==> config.mk <==
export PLATFORM = sky130hd
export DESIGN_NAME = fpu_wb_buffer
export DESIGN_NICKNAME = d
export VERILOG_FILES = /design/src/rtl/fpu_pkg.sv /design/src/rtl/fpu_wb_match.sv /design/src/rtl/fpu_wb_buffer.sv
export SDC_FILE = /design/constraint.sdc
export NUM_CORES = 1
export LEC_CHECK = 0
export CORE_MARGIN = 5
export CORE_UTILIZATION = 52
export CTS_CLUSTER_SIZE = 24
export DETAILED_ROUTE_END_ITERATION = 16
export GPL_ROUTABILITY_DRIVEN = 0
export PLACE_DENSITY = 0.8
export SYNTH_ARGS = -nofsm -noshare
export SYNTH_HDL_FRONTEND = slang
export SYNTH_SLANG_ARGS = --single-unit
==> constraint.sdc <==
create_clock -name clock -period 2.8 [get_ports clock]
set_input_delay 0.28 -clock clock [delete_from_list [all_inputs] [get_ports clock]]
set_output_delay 0.28 -clock clock [all_outputs]
set_load 0.01 [all_outputs]
==> src/rtl/fpu_pkg.sv <==
// Shared FPU types: register/data widths and the writeback entry bundle.
// Imported by the writeback buffer and its match sub-module.
package fpu_pkg;

  localparam int FP_REG_W  = 5;
  localparam int FP_DATA_W = 32;

  typedef struct packed {
    logic [FP_REG_W-1:0]  rd;
    logic [FP_DATA_W-1:0] data;
  } wb_entry_t;

endpackage

==> src/rtl/fpu_wb_match.sv <==
// Youngest-match search over the pending writeback entries.
// Instantiated only when FPU_WB_BYPASS_EN is defined.
module fpu_wb_match
  import fpu_pkg::*;
#(
  parameter int DEPTH = 4,
  localparam int PW = $clog2(DEPTH),
  localparam int CW = PW + 1
) (
  input  wb_entry_t             ent_i [DEPTH],
  input  logic [PW-1:0]         rptr_i,
  input  logic [CW-1:0]         count_i,
  input  logic [FP_REG_W-1:0]   lookup_rd_i,
  output logic                  hit_o,
  output logic [FP_DATA_W-1:0]  data_o
);

  logic [PW-1:0] idx;

  // Walk oldest to youngest so the last match wins.
  always_comb begin
    hit_o  = 1'b0;
    data_o = '0;
    idx    = rptr_i;
    for (int k = 0; k < DEPTH; k++) begin
      idx = rptr_i + PW'(k);
      if (CW'(k) < count_i &&
          lookup_rd_i != '0 &&
          ent_i[idx].rd == lookup_rd_i) begin
        hit_o  = 1'b1;
        data_o = ent_i[idx].data;
      end
    end
  end

endmodule

==> src/rtl/fpu_wb_buffer.sv <==
// FPU result writeback FIFO in front of the FP register-file write port.
// Define FPU_WB_BYPASS_EN to enable the pending-write lookup port.
module fpu_wb_buffer
  import fpu_pkg::*;
#(
  parameter int DEPTH = 4,
  localparam int PW = $clog2(DEPTH),
  localparam int CW = PW + 1
) (
  input  logic                 clock,
  input  logic                 reset,
  input  logic                 res_valid,
  input  logic [FP_REG_W-1:0]  res_rd,
  input  logic [FP_DATA_W-1:0] res_data,
  output logic                 res_ready,
  input  logic                 drain_hold,
  input  logic                 flush,
  output logic [FP_REG_W-1:0]  mem_rd,
  output logic [FP_DATA_W-1:0] mem_write_data,
  output logic                 mem_write_enable,
  output logic [CW-1:0]        count,
  input  logic [FP_REG_W-1:0]  lookup_rd,
  output logic                 lookup_hit,
  output logic [FP_DATA_W-1:0] lookup_data
);

  wb_entry_t     ent_q [DEPTH];
  logic [PW-1:0] wptr_q, wptr_d;
  logic [PW-1:0] rptr_q, rptr_d;
  logic [CW-1:0] count_q, count_d;
  logic          push, store, pop;

  assign res_ready = (count_q < CW'(DEPTH)) && !flush;
  assign push      = res_valid && res_ready;
  // x0 results complete the handshake but never occupy a slot.
  assign store     = push && (res_rd != '0);

  assign mem_write_enable = (count_q != '0) && !drain_hold && !flush;
  assign pop              = mem_write_enable;
  assign count            = count_q;

  always_comb begin
    mem_rd         = '0;
    mem_write_data = '0;
    if (count_q != '0) begin
      mem_rd         = ent_q[rptr_q].rd;
      mem_write_data = ent_q[rptr_q].data;
    end
  end

  always_comb begin
    wptr_d  = wptr_q;
    rptr_d  = rptr_q;
    count_d = count_q;
    if (flush) begin
      wptr_d  = '0;
      rptr_d  = '0;
      count_d = '0;
    end else begin
      if (store) wptr_d = wptr_q + PW'(1);
      if (pop)   rptr_d = rptr_q + PW'(1);
      count_d = count_q + CW'(store) - CW'(pop);
    end
  end

  always_ff @(posedge clock or negedge reset) begin
    if (!reset) begin
      wptr_q  <= '0;
      rptr_q  <= '0;
      count_q <= '0;
    end else begin
      wptr_q  <= wptr_d;
      rptr_q  <= rptr_d;
      count_q <= count_d;
    end
  end

  // Payload storage needs no reset; validity comes from count.
  always_ff @(posedge clock) begin
    if (store && !flush) begin
      ent_q[wptr_q] <= '{rd: res_rd, data: res_data};
    end
  end

  always_ff @(posedge clock) begin
    if (reset) begin
      assert (count_q <= CW'(DEPTH))
        else $error("occupancy above DEPTH");
      assert (!(push && count_q == CW'(DEPTH)))
        else $error("push accepted while full");
    end
  end

`ifdef FPU_WB_BYPASS_EN
  fpu_wb_match #(
    .DEPTH(DEPTH)
  ) u_match (
    .ent_i      (ent_q),
    .rptr_i     (rptr_q),
    .count_i    (count_q),
    .lookup_rd_i(lookup_rd),
    .hit_o      (lookup_hit),
    .data_o     (lookup_data)
  );
`else
  logic unused_lookup;
  assign unused_lookup = ^lookup_rd;
  assign lookup_hit    = 1'b0;
  assign lookup_data   = '0;
`endif

endmodule
==> run metrics <==
Layout area overhead 25.62%; top cell type's share of synthesized area 70.59%; CP startpoint kind register; synthesis-stage register bit count 155; r2r setup slk 0.57 ns; WP data required 2.52 ns; post-synth cell types 29; Synth Instances 318; top cells by area, synth edfxtp_1 71%, mux4_2 13%, buf_4 4.1%, nor2b_1 3.8%, dfrtp_1 2.8%; path depth of the worst reg2reg path 9; part of the cycle the worst path needs 94.30%; fill count 812; # diodes 0; Critical Path AT 2.36 ns; Worst setup EP type output port; Clk Latency, worst-skew pair 0.40 ns; DP HPWL 7083 µm; CTS tree done; Seq/Total Area, Yosys 73.37%; Max Cap Viol 0; post-cts sizing count 0; vias 3066; drt total wl 11140 µm; CTS H-tree lvls 4; Root Driver clkbuf_16; TritonCTS Buffers 17; Final Skew 0.007010 ns; initial DRC count 134; worst vdd ir 0.0005067 V; Highest Clock Rate 0.3787 GHz; LEAKAGE 2.632 nW; RSZ-0062 raised after global routing no; share of cells above drive strength 1 20.69%; Die Wd 120.0 µm; Worst-path clk slew 0.06 ns; Die H 120.0 µm; Top Ports 122; initial antenna violation count 0; Async SR Flop Fraction 4.516%; final hold vios 0; GR Util All Layers 16.24%; Post CTS Setup Buffer Count 0; Buffers on Ports 83; Period minus WS final 2.640 ns; clk sink count 155; pin count of the biggest net entering global routing 29; Antenna Nets Post-Route 0; dominant cell type by area after synthesis edfxtp_1; number of global-route vias before repair 3244; final setup vio count 0; Synth top cells by count 148 x edfxtp_1, 38 x nor2b_1, 37 x mux4_2, 34 x buf_4; PD cells 842.2 nW/µm²; die area 14410 µm²; setup ws final 0.1597 ns; status completed; Worst Hold Class in -> async; worst-path fanout max 23; worst r2r src count[2]; Final Max Slew Viols 0; Pre-antenna DRT Iters 4; global-route wire length before repair 17310 µm; Mean Syn Cell Area 19.80 µm²; Setup WS pre-CTS -0.02510 ns; post-DR wirelength/cell 19.14 µm; fin nets 476; Worst R2R End count[2]; Synth warnings 0; EDFF count, synth 148; most common cell in the netlist edfxtp_1; netlist area before placement 6296 µm²; Core Region 11960 µm²; Initial Util 52.64%; row cnt 40; CP Class reg -> out; vias per cell 5.268; Setup TNS Final 0 ns; gr ovfl total 0; cts hold-fix bufs 0; DRC 0; clk buf depth 2; top_reg_cell synth edfxtp_1
==> metal layers <==
metal	routed length [µm]	up-vias	track usage [%]
met2	5975	125	28.49
li1	-	1377	-
met4	50	0	5.369
met1	4335	1559	19.43
met3	779	5	4.477
met5	0	-	0
==> placed cells by master, fill, tap and decap left out, types with 2 or more instances in the layout <==
| master | count |
|---|---|
| clkdlybuf4s50_1 | 83 |
| ha_1 | 6 |
| buf_4 | 10 |
| dfrtp_1 | 5 |
| clkinv_1 | 2 |
| dfrtp_2 | 2 |
| clkbuf_1 | 2 |
| a21oi_1 | 2 |
| nor2_1 | 5 |
| nor2b_1 | 38 |
| edfxtp_1 | 148 |
| conb_1 | 33 |
| inv_1 | 7 |
| clkinv_4 | 3 |
| clkbuf_16 | 17 |
| bufinv_16 | 2 |
| inv_6 | 3 |
| clkinvlp_4 | 3 |
| mux4_2 | 37 |
| buf_12 | 6 |
| nand2b_1 | 2 |
| and2_2 | 4 |
==> through the flow <==
stage               cells  utilization [%]  hold WS, ns  power, mW  instance area (µm²)
floorplan             350                -     -0.01559      3.713                 6416
global placement      550            61.31       0.5678      4.530                 7333
detailed placement    550            61.31       0.5765      4.557                 7333
CTS                   582            66.12       0.1376      6.749                 7909
global route          582            66.12       0.1532      6.973                 7909
finish                582            66.12       0.1412      6.661                 7909
==> state kept, by name (all words and copies together), names as in the netlist <==
signal	cells
ent_q	148
rptr_q	2
count	3
wptr_q	2
==> logic make-up after synthesis <==
kind of cell,share of synthesized area (%)
DFF,73.37
and+or+nand+nor,5.227
buffers and inverters,5.346
muxes,13.57
adders and majority gates,1.510
AOI/OAI and AO/OA,0.6360
xor gates and xnor gates,0.2783
other,0.05956
==> critical path, stage by stage (launching register included) <==
cell             delay [ns]
dfrtp_2                0.65
buf_12                 0.26
mux4_2                 0.20
nor2b_1                0.23
clkdlybuf4s50_1        0.59
==> power by group <==
| group | internal [mW] | switching [mW] | leakage [nW] |
|---|---|---|---|
| logic | 0.957 | 0.782 | 0.929 |
| registers | 2.67 | 0.0683 | 1.43 |
| clock network | 1.32 | 0.862 | 0.270 |
| total | 4.95 | 1.71 | 2.63 |
==> worst max path at each step <==
stage / from / to / slack (ns) / cells after the start
2_1_floorplan: count[1] / count[2] / 0.42 / 10
3_3_place_gp: res_rd[4] / count[2] / 0.06 / 11
3_5_place_dp: res_rd[4] / count[2] / -0.03 / 11
4_1_cts: rptr_q[1] / mem_write_data[11] / 0.13 / 4
5_1_grt: rptr_q[1] / mem_write_data[11] / 0.05 / 4
6_report: rptr_q[1] / mem_rd[4] / 0.16 / 4
==> cell type report <==
cell class,count,area [µm²],area share (%)
repair buffers,99,1026,12.97
clock inverters,13,142.6,1.804
flip-flops and latches,155,4622,58.44
clock buffers,19,432.9,5.474
inverters,8,30.03,0.3797
multi-input cells,141,1471,18.60
well taps,147,183.9,2.326
Power figures use the tool's default switching activity.
